**config.mk**
```make
export PLATFORM = sky130hd
export DESIGN_NAME = fp_divider
export DESIGN_NICKNAME = d
export VERILOG_FILES = /design/src/rtl/fp_pkg.sv /design/src/rtl/fp_mant_divider.sv /design/src/rtl/fp_divider.sv
export SDC_FILE = /design/constraint.sdc
export NUM_CORES = 1
export LEC_CHECK = 0
export BUFFER_PORTS_ARGS = -buffer_cell sky130_fd_sc_hd__buf_2
export CAP_MARGIN = 20
export CELL_PAD_IN_SITES_DETAIL_PLACEMENT = 1
export CELL_PAD_IN_SITES_GLOBAL_PLACEMENT = 2
export CORE_MARGIN = 4
export CORE_UTILIZATION = 35
export CTS_CLUSTER_DIAMETER = 60
export CTS_CLUSTER_SIZE = 40
export DETAILED_ROUTE_END_ITERATION = 10
export PLACE_DENSITY = 0.74
export SKIP_LAST_GASP = 1
export SYNTH_ARGS = -nofsm -noshare
export SYNTH_HDL_FRONTEND = slang
export SYNTH_SLANG_ARGS = --single-unit
```
**constraint.sdc**
```tcl
create_clock -name clk -period 5 [get_ports clk]
set_input_delay 1 -clock clk [delete_from_list [all_inputs] [get_ports clk]]
set_output_delay 1 -clock clk [all_outputs]
set_load 0.01 [all_outputs]
```
**src/rtl/fp_pkg.sv**
```systemverilog
// Shared single-precision constants, field positions and FSM types for the
// floating-point arithmetic unit.
package fp_pkg;

   localparam int EXP_W     = 8;
   localparam int MAN_W     = 23;
   localparam int BIAS      = 127;
   localparam int EXT_EXP_W = EXP_W + 2;

   localparam int SIGN_BIT  = 31;
   localparam int EXP_MSB   = 30;
   localparam int EXP_LSB   = 23;
   localparam int MAN_MSB   = 22;
   localparam int MAN_LSB   = 0;

   localparam logic [31:0]      FP_ZERO    = 32'h0000_0000;
   localparam logic [31:0]      FP_QNAN    = 32'h7FC0_0000;
   localparam logic [EXP_W-1:0] FP_INF_EXP = 8'hFF;

   localparam logic signed [EXT_EXP_W-1:0] EXP_MAX = 10'sd254;
   localparam logic signed [EXT_EXP_W-1:0] EXP_MIN = 10'sd1;

   typedef enum logic [1:0] {IDLE, DIV, NORM, DONE} state_t;

   // Operand class decided at capture and carried to the pack stage.
   typedef enum logic [1:0] {SP_NONE, SP_ZERO, SP_INF, SP_NAN} special_t;

endpackage

```
**src/rtl/fp_mant_divider.sv**
```systemverilog
// Restoring mantissa divider: one quotient bit per cycle, 25 bits total,
// q = floor(ma/mb * 2^24). The first bit is resolved on the start edge.
module fp_mant_divider
   import fp_pkg::*;
(
   input  logic             clk,
   input  logic             reset,
   input  logic             start,
   input  logic [MAN_W:0]   ma,
   input  logic [MAN_W:0]   mb,
   output logic [MAN_W+1:0] q,
   output logic             q_valid
);

   localparam int         RW   = MAN_W + 3;
   localparam logic [4:0] LAST = 5'(MAN_W + 1);

   logic [RW-1:0]    r_rem;
   logic [MAN_W:0]   r_mb;
   logic [MAN_W+1:0] r_q;
   logic [4:0]       r_cnt;
   logic             r_run;
   logic             r_q_valid;

   logic [RW-1:0]    w_rem_cur;
   logic [RW-1:0]    w_div_cur;
   logic [RW-1:0]    w_rem_nxt;
   logic             w_ge;

   always_comb begin
      w_rem_cur = start ? RW'(ma) : r_rem;
      w_div_cur = start ? RW'(mb) : RW'(r_mb);
      w_ge      = (w_rem_cur >= w_div_cur);
      w_rem_nxt = w_ge ? ((w_rem_cur - w_div_cur) << 1) : (w_rem_cur << 1);
   end

   always_ff @(posedge clk) begin
      if (reset) begin
         r_run     <= 1'b0;
         r_cnt     <= '0;
         r_q_valid <= 1'b0;
      end else begin
         r_q_valid <= 1'b0;
         if (start) begin
            r_run <= 1'b1;
            r_cnt <= 5'd1;
         end else if (r_run) begin
            r_cnt <= r_cnt + 5'd1;
            if (r_cnt == LAST) begin
               r_run     <= 1'b0;
               r_q_valid <= 1'b1;
            end
         end
      end
   end

   always_ff @(posedge clk) begin
      if (start) begin
         r_mb <= mb;
      end
      if (start || r_run) begin
         r_rem <= w_rem_nxt;
         r_q   <= start ? (MAN_W+2)'(w_ge) : {r_q[MAN_W:0], w_ge};
      end
   end

   assign q       = r_q;
   assign q_valid = r_q_valid;

endmodule

```
**src/rtl/fp_divider.sv**
```systemverilog
// Sequential IEEE-754 single-precision divider (out = in1 / in2), fixed
// 27-cycle latency, truncating, denormals flushed to zero.
module fp_divider
   import fp_pkg::*;
(
   input  logic        clk,
   input  logic        reset,
   input  logic        enable,
   input  logic [31:0] in1,
   input  logic [31:0] in2,
   output logic [31:0] out,
   output logic        overflow,
   output logic        div_by_zero,
   output logic        busy,
   output logic        done
);

   state_t                        r_state;
   state_t                        w_next;
   logic                          w_capture;
   logic                          w_norm_en;
   logic                          w_finish;

   logic                          w_q_valid;
   logic [MAN_W+1:0]              w_q;
   logic                          w_a_zero;
   logic                          w_b_zero;
   special_t                      w_special;
   logic signed [EXT_EXP_W-1:0]   w_exp_p0;

   special_t                      r_special;
   logic                          r_sign;
   logic signed [EXT_EXP_W-1:0]   r_exp_p0;
   logic signed [EXT_EXP_W-1:0]   r_exp_p1;
   logic [MAN_W-1:0]              r_man_p1;

   logic [31:0]                   r_out;
   logic                          r_overflow;
   logic                          r_div_by_zero;
   logic                          r_busy;
   logic                          r_done;

   fp_mant_divider u_mant (
      .clk     (clk),
      .reset   (reset),
      .start   (w_capture),
      .ma      ({1'b1, in1[MAN_MSB:MAN_LSB]}),
      .mb      ({1'b1, in2[MAN_MSB:MAN_LSB]}),
      .q       (w_q),
      .q_valid (w_q_valid)
   );

   always_ff @(posedge clk) begin
      if (reset) r_state <= IDLE;
      else       r_state <= w_next;
   end

   always_comb begin
      w_next = r_state;
      case (r_state)
         IDLE:    if (enable) w_next = DIV;
         DIV:     if (w_q_valid) w_next = NORM;
         NORM:    w_next = DONE;
         DONE:    w_next = IDLE;
         default: w_next = IDLE;
      endcase
   end

   always_comb begin
      w_capture = (r_state == IDLE) && enable;
      w_norm_en = (r_state == NORM);
      w_finish  = (r_state == DONE);
   end

   always_comb begin
      w_a_zero  = (in1[EXP_MSB:EXP_LSB] == '0);
      w_b_zero  = (in2[EXP_MSB:EXP_LSB] == '0);
      w_exp_p0  = EXT_EXP_W'(in1[EXP_MSB:EXP_LSB]) - EXT_EXP_W'(in2[EXP_MSB:EXP_LSB])
                  + EXT_EXP_W'(BIAS);
      w_special = SP_NONE;
      if (w_b_zero)      w_special = w_a_zero ? SP_NAN : SP_INF;
      else if (w_a_zero) w_special = SP_ZERO;
   end

   // Capture stage: sign, biased exponent difference and operand class.
   always_ff @(posedge clk) begin
      if (w_capture) begin
         r_sign    <= in1[SIGN_BIT] ^ in2[SIGN_BIT];
         r_exp_p0  <= w_exp_p0;
         r_special <= w_special;
      end
   end

   // Normalise stage: quotient lies in [2^23, 2^25), so at most one shift.
   always_ff @(posedge clk) begin
      if (w_norm_en) begin
         if (w_q[MAN_W+1]) begin
            r_man_p1 <= w_q[MAN_W:1];
            r_exp_p1 <= r_exp_p0;
         end else begin
            r_man_p1 <= w_q[MAN_W-1:0];
            r_exp_p1 <= r_exp_p0 - 10'sd1;
         end
      end
   end

   // Pack stage: result and flags update together with the done pulse.
   always_ff @(posedge clk) begin
      if (reset) begin
         r_out         <= FP_ZERO;
         r_overflow    <= 1'b0;
         r_div_by_zero <= 1'b0;
         r_busy        <= 1'b0;
         r_done        <= 1'b0;
      end else begin
         r_done <= 1'b0;
         if (w_capture) r_busy <= 1'b1;
         if (w_finish) begin
            r_busy <= 1'b0;
            r_done <= 1'b1;
            case (r_special)
               SP_ZERO: begin
                  r_out         <= FP_ZERO;
                  r_overflow    <= 1'b0;
                  r_div_by_zero <= 1'b0;
               end
               SP_INF: begin
                  r_out         <= {r_sign, FP_INF_EXP, {MAN_W{1'b0}}};
                  r_overflow    <= 1'b0;
                  r_div_by_zero <= 1'b1;
               end
               SP_NAN: begin
                  r_out         <= FP_QNAN;
                  r_overflow    <= 1'b0;
                  r_div_by_zero <= 1'b1;
               end
               default: begin
                  r_out         <= {r_sign, r_exp_p1[EXP_W-1:0], r_man_p1};
                  r_overflow    <= (r_exp_p1 > EXP_MAX) || (r_exp_p1 < EXP_MIN);
                  r_div_by_zero <= 1'b0;
               end
            endcase
         end
      end
   end

   assign out         = r_out;
   assign overflow    = r_overflow;
   assign div_by_zero = r_div_by_zero;
   assign busy        = r_busy;
   assign done        = r_done;

endmodule
```
==> metrics.md <==
| Metric | Value |
|---|---|
| Hold/Removal Path Class | flop to flop |
| Core area | ~24000 µm² |
| Synthesized instance count | 774 |
| Design area | around 10000 µm² |
| Power density over the cells | about 750 nW/µm² |
| R2r worst-path depth | 16 |
| Crit Reg-Reg Startpoint | r_state[0]$_SDFFE_PP0P_ |
| Gr busiest metal | met2 |
| RSZ-0062 raised after global routing | no |
| Final #Nets | between 900 and 1000 |
| Min-Delay Endpoint | overflow$_SDFFE_PP0P_ |
| Chip Height | 165 µm |
| DR vias | roughly 6100 |
| Initial antenna violation count | 0 |
| Clock sink total | ~160 |
| Register area share after synthesis | around half |
| Drt initial violations | 279 |
| Critical path startpoint category | flop |
| Netlist cell types | 59 |
| Crit path capture type | flop |
| H-tree Lvls | 4 |
| Post-Syn Nets | ~880 |
| Syn_area_per_cell | between 10 and 15 µm² |
| Antenna cell count | 0 |
| Root Driver | clkbuf_16 |
| Critical Path RT | between 5 and 6 ns |
| Most frequent cells in the layout | 119 x edfxtp_1, 105 x nand2_1, 102 x buf_2 |
| Die width | between 150 and 200 µm |
| Slew Limit Fails | 0 |
| Count of port buffers added during placement | roughly 100 |
| FP Rows | 57 |
| TritonCTS clock tree | built |
| CTS max path bufs | 2 |
| Grt met2 use | about a quarter |
| Tot GR Track Use | 15.1% |
| Worst Path Buf+Inv | 4 |
| Share of cells above drive strength 1 | between 20% and 30% |
| Yosys top cell by area | edfxtp_1 |
| Final WL | about 20 mm |
| CP max FO | 34 |
| Most common cell after layout, fill and taps aside | edfxtp_1 |
| Top cell type's share of synthesized area | around two fifths |
| GP Congestion | 0.787 |
| Clock Latency Late Sink | 0.43 ns |
| # IOs | 103 |
| Main synth FF type | edfxtp_1 |
| Clock-pin slew of the registers on the worst-case setup and hold paths | approximately 0.090 ns |
| Hold Startpoint | overflow$_SDFFE_PP0P_ |
| Fill cells | 2682 |
| Worst hold margin | around 0.45 ns |
| Num CTS Buffers | 17 |
| Post-Place Cell Area | about 9600 µm² |
| Worst-Margin Slew | just over 0.9 ns |
| Hold_buf cts | 0 |
| DP HPWL | roughly 15 mm |
| Achievable frequency | 245 MHz |
| Met1 Use GR | roughly 21% |
| First-pass GRT wire length | around 33 mm |
| Setup Skew | between 0.02 and 0.025 ns |
| Period utilisation layout | about four fifths |
| EDFF count, synth | about 120 |
| Total of max-cap violations | 0 |
| Post-CTS resize count | 0 |
| Met3 usage | roughly 2.9% |
| Final min period | about 4.1 ns |
| Status | completed |
| Reg2Reg Setup Slack | slightly above 0.9 ns |
| Routed WL per cell | 16.5 µm |
| Final hold vios | 0 |
| Number of global-route vias before repair | roughly 6200 |
| Cell Area, Synth | 8660 µm² |
| IR drop worst, VDD | approximately 290 µV |
| Post CTS Setup Buffer Count | 0 |
| Initial Utilization | between 30% and 40% |
| CP max stage delay | 0.46 ns |
| Syn. warnings | 0 |
| Worst path top cell family by delay | simple AND/OR/NAND/NOR gates |
| Setup Total Neg Slack | 0 ns |
| Register bit total from synthesis | around 160 |
| Crit path kind | flop to flop |
| Reg-to-reg endpoint | u_mant.r_rem[4]$_DFFE_PP_ |
| Worst Hold Path Cells | 2 |
| Crit path max-delay cell type | ha_1 |
| Vias/cell | 5.01 |
| Most area-consuming cells after synthesis | edfxtp_1 41%, dfxtp_1 10%, ha_1 5.8%, nand2_1 4.6%, mux2_2 3.4% |
| Pre-Repair DR Iteration Count | 4 |
| Worst EP arrival | approximately 4.3 ns |
| Layout area overhead | 17.3% |
| Max_slew headroom | between 30% and 40% |
| Largest net degree at the start of global routing | between 50 and 60 |
| LEAKAGE | around 0.0042 µW |
| Total gr overflow | 0 |
| Final antenna-violating net count | 0 |
| Full die area | 27300 µm² |
| Cell Chain, Critical Path | inv_1 > ha_1 > nand2_2 > clkinv_2 > buf_12 > nand2_1 > nand2_1 > ha_1 > and4_1 > nand3_1 > a31oi_1 > nor4_4 > nor4_4 > a31oi_4 > inv_4 > mux2_2 |
| Residual DRC count | 0 |
| Asr flop ratio synth | 0% |
| # setup viols final | 0 |
==> per-layer routing <==
| layer | vias to the layer above | wire (µm) |
|---|---|---|
| li1 | 3017 | - |
| met1 | 2936 | 9760 |
| met2 | 89 | 9350 |
| met3 | 18 | 562 |
| met4 | 0 | 276 |
| met5 | - | 0 |
==> Yosys cell counts, types with 9 or more instances <==
cell	n
nand4_1	9
dfxtp_1	45
nand3_1	11
nor3_1	12
ha_1	40
inv_1	29
a22o_1	23
mux2_4	17
nand2_1	107
a21o_1	10
nor2b_1	13
xnor2_1	24
xor2_1	19
mux2i_1	27
mux2_2	26
and2_1	25
o22ai_1	10
edfxtp_1	119
nor2_1	41
clkbuf_1	24
o21ai_0	17
a21oi_1	36
==> tightest hold or removal path: cells and delay by family, from the launching register on <==
family,cells,cell delay (ns)
DFF,1,0.31
and+or+nand+nor,2,0.09
==> area by class of cell <==
class | instances | area, µm² | share of cell area [%]
well taps | 324 | 405 | 3.99
repair buffers | 111 | 616 | 6.06
clock buffers | 17 | 425 | 4.19
inverters | 32 | 124 | 1.22
flip-flops and latches | 164 | 4470 | 44.1
clock inverters | 15 | 176 | 1.74
multi-input cells | 546 | 3930 | 38.7
==> state kept, by name, indices dropped and copies added, names as in the netlist <==
name and flops:
div_by_zero 1, u_mant.q_valid 1, u_mant.r_cnt 5, r_state 2, u_mant.r_run 1, u_mant.r_rem 25, u_mant.r_mb 23, done 1
r_special 2, overflow 1, r_sign 1, r_man_p1 23, u_mant.q 25, r_exp_p1 10, busy 1, r_exp_p0 10
out 32
==> cell families after synthesis <==
group | Yosys count | share of synthesized area, %
adders and majority gates | 42 | 6.24
muxes | 70 | 9.45
buffers and inverters | 64 | 3.03
AOI/OAI and AO/OA | 139 | 11.0
DFF | 164 | 51.7
and+or+nand+nor | 252 | 14.2
xor gates and xnor gates | 43 | 4.35
==> where the power goes <==
| group | total (µW) | switching (µW) | leakage [µW] | internal [µW] |
|---|---|---|---|---|
| Combinational | 3870 | 2110 | 0.00238 | 1760 |
| Clock | 1330 | 652 | 0.000294 | 679 |
| Sequential | 2410 | 215 | 0.00151 | 2190 |
==> how the worst max path moves through the flow <==
stage,startpoint,to,slack [ns],cells after the start
floorplan,enable,u_mant.r_rem[10]$_DFFE_PP_,0.29,16
global placement,enable,u_mant.r_rem[4]$_DFFE_PP_,0.56,15
detailed placement,enable,u_mant.r_rem[4]$_DFFE_PP_,0.51,15
CTS,r_state[0]$_SDFFE_PP0P_,u_mant.r_rem[4]$_DFFE_PP_,0.91,16
global route,r_state[1]$_SDFFE_PP0P_,u_mant.r_rem[4]$_DFFE_PP_,0.58,16
finish,r_state[0]$_SDFFE_PP0P_,u_mant.r_rem[4]$_DFFE_PP_,0.92,16
==> through the flow <==
step                      worst slack [ns]  std cells  total power, µW  util (%)
final                                0.923       1209             7610      41.7
after floorplan                      0.289        774             5420         -
after CTS                            0.907       1209             7700      41.7
after detailed placement             0.513       1177             6320      39.3
after global routing                 0.575       1209             8220      41.7
after global placement               0.563       1177             6280      39.3
No activity file was read; power rests on OpenSTA's default activity.
